==> config.mk <==
export PLATFORM = sky130hd
export DESIGN_NAME = score_tracker
export DESIGN_NICKNAME = d
export VERILOG_FILES = /design/src/rtl/score_pkg.sv /design/src/rtl/score_points.sv /design/src/rtl/score_tracker.sv
export SDC_FILE = /design/constraint.sdc
export NUM_CORES = 1
export LEC_CHECK = 0
export CORE_UTILIZATION = 54
export DETAILED_ROUTE_END_ITERATION = 8
export PLACE_DENSITY = 0.83
export SYNTH_ARGS = -nofsm -noshare
export SYNTH_HDL_FRONTEND = slang
export SYNTH_HIERARCHICAL = 1
export SYNTH_SLANG_ARGS = --single-unit
export TNS_END_PERCENT = 10
==> constraint.sdc <==
create_clock -name clk -period 16.4 [get_ports clk]
set_input_delay 3.28 -clock clk [delete_from_list [all_inputs] [get_ports clk]]
set_output_delay 3.28 -clock clk [all_outputs]
set_load 0.01 [all_outputs]
==> src/rtl/score_pkg.sv <==
// Shared types and point constants for the score tracker.
package score_pkg;

  typedef enum logic [1:0] {
    GR_MISS    = 2'd0,
    GR_OK      = 2'd1,
    GR_GOOD    = 2'd2,
    GR_PERFECT = 2'd3
  } grade_e;

  typedef enum logic [1:0] {
    ST_IDLE = 2'd0,
    ST_RUN  = 2'd1,
    ST_DONE = 2'd2
  } state_e;

  localparam int PTS_OK       = 50;
  localparam int PTS_GOOD     = 100;
  localparam int PTS_PERFECT  = 300;
  localparam int MISS_PENALTY = 25;

endpackage

==> src/rtl/score_points.sv <==
// Maps a hit grade and the current multiplier to the points it is worth.
module score_points
  import score_pkg::*;
(
  input  grade_e      i_grade,
  input  logic [2:0]  i_mult,
  output logic [11:0] o_points
);

  logic [11:0] w_base;

  always_comb begin
    w_base = 12'd0;
    case (i_grade)
      GR_OK:      w_base = 12'(PTS_OK);
      GR_GOOD:    w_base = 12'(PTS_GOOD);
      GR_PERFECT: w_base = 12'(PTS_PERFECT);
      default:    w_base = 12'd0;
    endcase
  end

  // Largest product is 300 * 4 = 1200, well inside 12 bits.
  assign o_points = w_base * {9'd0, i_mult};

endmodule

==> src/rtl/score_tracker.sv <==
// Rhythm-game score/streak tracker with saturating counters.
// Optional: define SCORE_MISS_PENALTY_EN to make a miss cost points.
//
// state   | meaning
// IDLE    | no game since reset, hits ignored
// RUN     | game in progress, hits scored
// DONE    | game ended, final score/streak held
module score_tracker
  import score_pkg::*;
#(
  parameter int MAX_SCORE   = 999999,
  parameter int MAX_STREAK  = 999,
  parameter int STREAK_STEP = 10
) (
  input  logic        clk,
  input  logic        rst_n,
  input  logic        start,
  input  logic        game_over,
  input  logic        hit_valid,
  input  logic [1:0]  hit_grade,
  output logic [19:0] score,
  output logic [9:0]  streak,
  output logic [2:0]  multiplier,
  output logic        running,
  output logic        score_upd
);

  state_e      r_state;
  logic [19:0] r_score;
  logic [9:0]  r_streak;
  logic        r_upd;

  logic [9:0]  w_step;
  logic [11:0] w_points;
  logic [20:0] w_sum;
  logic [19:0] w_hit_score;
  logic [19:0] w_next_score;
  logic [9:0]  w_hit_streak;
  logic [9:0]  w_next_streak;
  logic        w_do_hit;

  assign w_step     = r_streak / 10'(STREAK_STEP);
  assign multiplier = (w_step >= 10'd3) ? 3'd4 : 3'(w_step + 10'd1);

  score_points u_points (
    .i_grade  (grade_e'(hit_grade)),
    .i_mult   (multiplier),
    .o_points (w_points)
  );

  assign w_sum    = {1'b0, r_score} + {9'd0, w_points};
  assign w_do_hit = hit_valid && (r_state == ST_RUN);

  always_comb begin
    w_hit_score  = r_score;
    w_hit_streak = r_streak;
    if (grade_e'(hit_grade) == GR_MISS) begin
      w_hit_streak = '0;
`ifdef SCORE_MISS_PENALTY_EN
      w_hit_score = (r_score >= 20'(MISS_PENALTY)) ? r_score - 20'(MISS_PENALTY) : '0;
`endif
    end else begin
      w_hit_score = (w_sum > 21'(MAX_SCORE)) ? 20'(MAX_SCORE) : w_sum[19:0];
      if (r_streak < 10'(MAX_STREAK)) w_hit_streak = r_streak + 10'd1;
    end
  end

  // start has priority over everything, including a same-cycle hit.
  always_comb begin
    w_next_score  = r_score;
    w_next_streak = r_streak;
    if (start) begin
      w_next_score  = '0;
      w_next_streak = '0;
    end else if (w_do_hit) begin
      w_next_score  = w_hit_score;
      w_next_streak = w_hit_streak;
    end
  end

  always_ff @(posedge clk or negedge rst_n) begin
    if (!rst_n) begin
      r_state  <= ST_IDLE;
      r_score  <= '0;
      r_streak <= '0;
      r_upd    <= 1'b0;
    end else begin
      r_score  <= w_next_score;
      r_streak <= w_next_streak;
      r_upd    <= (w_next_score != r_score);
      case (r_state)
        ST_IDLE: if (start) r_state <= ST_RUN;
        ST_RUN:  if (!start && game_over) r_state <= ST_DONE;
        ST_DONE: if (start) r_state <= ST_RUN;
        default: r_state <= ST_IDLE;
      endcase
    end
  end

  assign score     = r_score;
  assign streak    = r_streak;
  assign running   = (r_state == ST_RUN);
  assign score_upd = r_upd;

endmodule
==> results.json, run 1 <==
{
  "outcome": "completed",
  "yosysUniqueCellTypes": 85,
  "finalCoreUtilization_pct": 63.72,
  "clock.fmax_mhz": 100.9,
  "path_clk_slew_ps": 60,
  "worst_pin_slew_ps": 1069,
  "timing.final.crit_share_pct": 60.41,
  "cp.required_ps": 16570,
  "maxCapViolations": 0,
  "critPathMostFrequentCell": "ha_1",
  "p_comb_share_pct": 29.9,
  "synth_top_area_share_pct": 19.81,
  "cp-startpoint": "streak[6]",
  "crit_arrival_ps": 10080,
  "core.rowCount": 31,
  "setup_tns_ps": 0,
  "track_usage_pct": 27.81,
  "die_w_microns": 89.85,
  "synth-seq-area-share_pct": 19.81,
  "antenna_found_initial": 0,
  "clk_latency_ps": 290,
  "grt_overflow": 0,
  "path_class": "register to register",
  "grt_max_degree": 34,
  "route.detailed.vias_per_inst": 6.616,
  "rsz0062_at_grt": "false",
  "port_buffers": 41,
  "critPathLaunchType": "register",
  "cts-buffers-inserted": 5,
  "cts_resized": 0,
  "drive_above_1_share_pct": 6.126,
  "postCtsHoldBufs": 0,
  "grt_pass1_vias": 3768,
  "synth_top_area_cell": "dfrtp_1",
  "dr.pass1.iters": 6,
  "dieArea_sq_um": 8073,
  "slew_headroom_pct": 26.88,
  "cts_sinks": 33,
  "initialDrtViolationCount": 450,
  "area_growth_pct": 12.67,
  "clk_path_buf_depth": 2,
  "initial_utilization_pct": 56.55,
  "antenna_cells": 0,
  "fin_skew_ps": 9.327,
  "wire_per_inst_microns": 17.33,
  "synth_cells": 532,
  "crit_fanout": 20,
  "p_per_area_nw_per_um2": 52.49,
  "rr_startpoint": "streak[6]",
  "hold_path.class": "register to register",
  "drcViolationCount": 0,
  "critPathSlowestCell": "a21oi_2",
  "dp.cells": 646,
  "ys_warn_count": 6,
  "ant_nets": 0,
  "internal_power_uw": 165.6,
  "finalPower_uw": 246.5,
  "ios": 42,
  "synthesis.nets": 570,
  "die_h_microns": 89.85,
  "stdcell_count": 654,
  "endpoint_kind": "register",
  "min_from": "r_state[1]",
  "wirelength_mm": 11.33,
  "vias": 4327,
  "async_reset_ff_share_pct": 100.0,
  "pwr-share-seq_pct": 37.8,
  "gp_congestion": 0.9330,
  "switchingPower_uw": 80.88,
  "clockRootBuffer": "clkbuf_8",
  "synth_edf_count": 0,
  "swShare_pct": 32.81,
  "dp_hpwl_mm": 8.487,
  "cts_tree": "done",
  "slew_violations": 0,
  "synth-seq-cells": 33,
  "finalSetupViolations": 0,
  "synthesis.area_sq_um": 4168,
  "core_area_sq_um": 7370,
  "ir_worst_vdd_mv": 0.04266,
  "hold_viol_final": 0,
  "postCtsSetupBuffers": 0,
  "finalCriticalPeriod_ps": 9908,
  "synthFlopType": "dfrtp_1",
  "cpPeakStageDelay_ps": 740,
  "clkPwrFrac_pct": 32.3,
  "htree_levels": 2,
  "avgSynthCellArea_sq_um": 7.834,
  "synth.area.top_cells": "dfrtp_1 (20%), ha_1 (8.1%), a21oi_1 (4.4%)",
  "num-nets-final": 592,
  "num-fill-cells": 631,
  "grt_first_pass_wirelength_mm": 18.69,
  "p_leak_uw": 0.001916
}
worst max-delay path: cells and delay by family (launching register included):
kind / cells / cell delay [ps]
simple gates: 14 / 3600
fa+ha+maj: 6 / 2000
flops: 1 / 550
compound gates: 12 / 3620
state kept, by name, summed over array words and instances (netlist names):
signal     count
score_upd      1
score         20
r_state        2
streak        10
cell type report:
class,instances,area [sq um],share of cell area [%]
Multi-Input combinational cell,447,3110,66.24
Sequential cell,33,825.8,17.59
Tap cell,99,123.9,2.638
Inverter,23,86.33,1.839
Clock inverter,1,30.03,0.6395
Clock buffer,7,86.33,1.839
Timing Repair Buffer,44,432.9,9.219
power groups by stage:
stage / Clock (uW) / Combinational, uW / Sequential [uW]
2_1_floorplan: 0 / 49.2 / 93.0
3_3_place_gp: 0 / 70.9 / 94.0
3_5_place_dp: 0 / 72.4 / 94.0
4_1_cts: 80.0 / 72.8 / 92.6
5_1_grt: 83.5 / 80.5 / 93.3
6_report: 79.7 / 73.7 / 93.1
placed cells by master, fill, tap and decap left out, types with 5 or more instances in the layout:
cell type and instances:
xnor2_1 14, nor4_1 5, dfrtp_1 33, o211ai_1 8, a22oi_1 7, o21a_1 6, nand3_1 14, nand2b_1 9
o22ai_1 6, a211oi_2 5, a21o_1 10, inv_1 23, nand2_1 36, nor2b_1 12, a211o_1 5, clkdlybuf4s50_1 41
xor2_1 9, nor3_1 13, nor2_1 49, and2_1 11, or3_1 6, ha_1 27, a211oi_1 12, o221ai_1 7
a21oi_1 37, clkbuf_8 6, nand4_1 10, o21ai_0 37
synthesized netlist by cell type, types with 7 or more instances:
library cell,n
xor2_1,9
nor3_1,13
xnor2_1,14
nor2_1,49
o221ai_1,7
nand2b_1,9
nand3_1,14
o211ai_1,8
a21oi_1,37
a21o_1,10
nand2_1,36
inv_1,23
a22oi_1,7
and2_1,11
clkbuf_1,18
nand4_1,10
ha_1,27
o21ai_0,37
a211oi_1,12
nor2b_1,12
dfrtp_1,33
path summary, 6_finish.rpt:
check	cells after the start	slack (ps)	endpoint
max in group asynchronous	2	12700	score[8]
worst min-delay path	1	480	r_state[0]
worst max register to register	32	6490	score_upd
worst max-delay path	32	6490	score_upd
min in group asynchronous	2	3390	score[19]
worst min register to register	1	480	r_state[0]
metal layers:
metal / vias to the layer above / track usage (%) / part of all wire [%]
li1: 2057 / - / -
met1: 2051 / 41.07 / 45
met2: 194 / 42.50 / 45
met3: 25 / 3.723 / 8.0
met4: 0 / 7.527 / 1.8
met5: - / 0 / 0
through the flow:
stage	hold slack (ps)	worst slack, ps	instance area [sq um]
2_1_floorplan	432.8	7930	4168
3_3_place_gp	443.1	6715	4579
3_5_place_dp	475.1	6448	4579
4_1_cts	486.4	6615	4696
5_1_grt	512.1	5730	4696
6_report	477.3	6492	4696
cell families after synthesis:
| group | Yosys count | synth area share, % |
|---|---|---|
| buf+inv | 52 | 5.553 |
| compound gates | 192 | 33.29 |
| flops | 33 | 19.81 |
| xor+xnor | 25 | 5.884 |
| other cells | 1 | 0.08998 |
| fa+ha+maj | 33 | 10.51 |
| mux | 2 | 0.4804 |
| simple gates | 194 | 24.38 |
(Power assumes the default switching activity.)
==> run 2: changes to the inputs <==
==> constraint.sdc (replaced) <==
create_clock -name clk -period 9.3 [get_ports clk]
set_input_delay 1.86 -clock clk [delete_from_list [all_inputs] [get_ports clk]]
set_output_delay 1.86 -clock clk [all_outputs]
set_load 0.01 [all_outputs]
==> run 2 against run 1 <==
Final area rose by 1.6%. Via count rose by 1.3%. Sequential share of layout area fell by 0.20 points. Total power rose by 78%. Die area did not move. Largest power group unchanged. Worst setup slack got worse by 5900 ps. Non-clock buffer count rose by 4.
==> results.json, run 2 (synthesized netlist as in run 1, its figures left out) <==
{
  "gr-max-usage-layer": "met2",
  "die_w_microns": 89.85,
  "crit_arrival_ps": 8870,
  "finalCriticalPeriod_ps": 8691,
  "path_clk_slew_ps": 70,
  "postCtsHoldBufs": 0,
  "cts_sinks": 33,
  "cts-buffers-inserted": 5,
  "finalCoreUtilization_pct": 64.74,
  "layout_commonest_cell": "nor2_1",
  "core.rowCount": 31,
  "timing.final.crit_share_pct": 93.45,
  "cp_num_buf_inv": 2,
  "hold_viol_final": 0,
  "antenna_found_initial": 0,
  "rr_startpoint": "streak[7]",
  "switchingPower_uw": 145.4,
  "wirelength_mm": 12.07,
  "outcome": "completed",
  "maxCapViolations": 0,
  "vias": 4382,
  "dr.pass1.iters": 6,
  "drive_above_1_share_pct": 8.229,
  "critPathMostFrequentCell": "ha_1",
  "dieArea_sq_um": 8073,
  "grt_pass1_vias": 3921,
  "p_leak_uw": 0.001937,
  "ant_nets": 0,
  "initial_utilization_pct": 56.55,
  "gr-usage-met2_pct": 45.64,
  "clk_latency_ps": 300,
  "core_area_sq_um": 7370,
  "critPathLaunchType": "register",
  "dp_hpwl_mm": 9.003,
  "clock.fmax_mhz": 115.1,
  "largest_reg_flops": 20,
  "cp_top_family": "compound AO/OA/AOI/OAI gates",
  "final_cell_mix": "nor2_1 (48), clkdlybuf4s50_1 (41), a21oi_1 (37)",
  "rsz0062_at_grt": "false",
  "wire_per_inst_microns": 18.34,
  "grt_first_pass_wirelength_mm": 19.71,
  "ios": 42,
  "track_usage_pct": 29.84,
  "path_class": "register to register",
  "critPathSlowestCell": "dfrtp_2",
  "ir_worst_vdd_mv": 0.06207,
  "cp.required_ps": 9480,
  "fin_skew_ps": 11.68,
  "area_growth_pct": 14.47,
  "crit_fanout": 13,
  "drcViolationCount": 0,
  "clk_path_buf_depth": 2,
  "grt_max_degree": 34,
  "num-nets-final": 596,
  "slew_violations": 0,
  "p_comb_share_pct": 30.4,
  "setup_tns_ps": 0,
  "port_buffers": 41,
  "use_met1_pct": 43.35,
  "worst_pin_slew_ps": 759.4,
  "finalSetupViolations": 0,
  "die_h_microns": 89.85,
  "hold_path.class": "register to register",
  "cpPeakStageDelay_ps": 490,
  "route.detailed.vias_per_inst": 6.660,
  "antenna_cells": 0,
  "use_met3_pct": 3.976,
  "grt_overflow": 0,
  "endpoint_kind": "register",
  "initialDrtViolationCount": 411,
  "pwr-share-seq_pct": 37.4,
  "internal_power_uw": 292.7,
  "swShare_pct": 33.19,
  "clockRootBuffer": "clkbuf_8",
  "cp-startpoint": "streak[7]",
  "htree_levels": 2,
  "p_per_area_nw_per_um2": 91.83,
  "clkPwrFrac_pct": 32.2,
  "cts_tree": "done",
  "min_from": "r_state[1]",
  "gp_congestion": 0.9684,
  "slew_headroom_pct": 48.84
}
[run 2: cell count changes in the layout (fill, tap and decap cells not counted), sizes merged]
cell  change
buf       +4
[run 2: worst register-to-register path, delay by kind of cell (launching register included)]
| kind | cells | cell delay [ps] |
|---|---|---|
| and+or+nand+nor | 11 | 2080 |
| buffers and inverters | 2 | 400 |
| DFF | 1 | 490 |
| xor gates and xnor gates | 3 | 710 |
| AOI/OAI and AO/OA | 12 | 2830 |
| adders and majority gates | 6 | 2070 |
[run 2: path summary, 6_finish.rpt]
kind	endpoint	slack (ps)	cells after the start
max	score_upd	610	34
min	r_state[0]	470	1
max reg2reg	score_upd	610	34
min reg2reg	r_state[0]	470	1
max in group asynchronous	streak[6]	6990	2
min in group asynchronous	score[5]	1960	2
[run 2: per-stage QoR]
step	worst slack, ps	hold WS (ps)	std cells	power [uW]	cell area [sq um]
after floorplan	830.3	432.8	532	250.8	4168
after global placement	421.8	442.6	649	291.8	4602
after detailed placement	20.61	466.2	649	295.3	4602
after CTS	5.159	474.3	657	434.4	4718
after global routing	0.7736	501.6	658	458.4	4771
final	609.1	474.6	658	438.1	4771
[run 2: metal layers]
layer,part of all wire (%),vias up
met1,45,2058
met4,2.3,0
li1,-,2056
met3,7.9,29
met2,45,239
met5,0,-
[run 2: power groups by stage]
stage                     registers [uW]  logic (uW)  clock network [uW]
after floorplan                      164        86.8                   0
after global placement               166         126                   0
after detailed placement             166         129                   0
after CTS                            163         130                 141
after global routing                 165         145                 148
final                                164         133                 141
[run 2: layout make-up]
cell class,count,area (sq um)
inverter,23,86.33
multi-input combinational,447,3152
sequential,33,829.5
clock inverter,1,30.03
timing repair buffer,48,462.9
clock buffer,7,86.33
fill,639,2599
tap,99,123.9
[run 2: what timing repair did]
item / CTS / global route
buffers inserted: 0 / 1
gates resized for setup: 0 / 11
endpoints found under the setup margin: 0 / 16
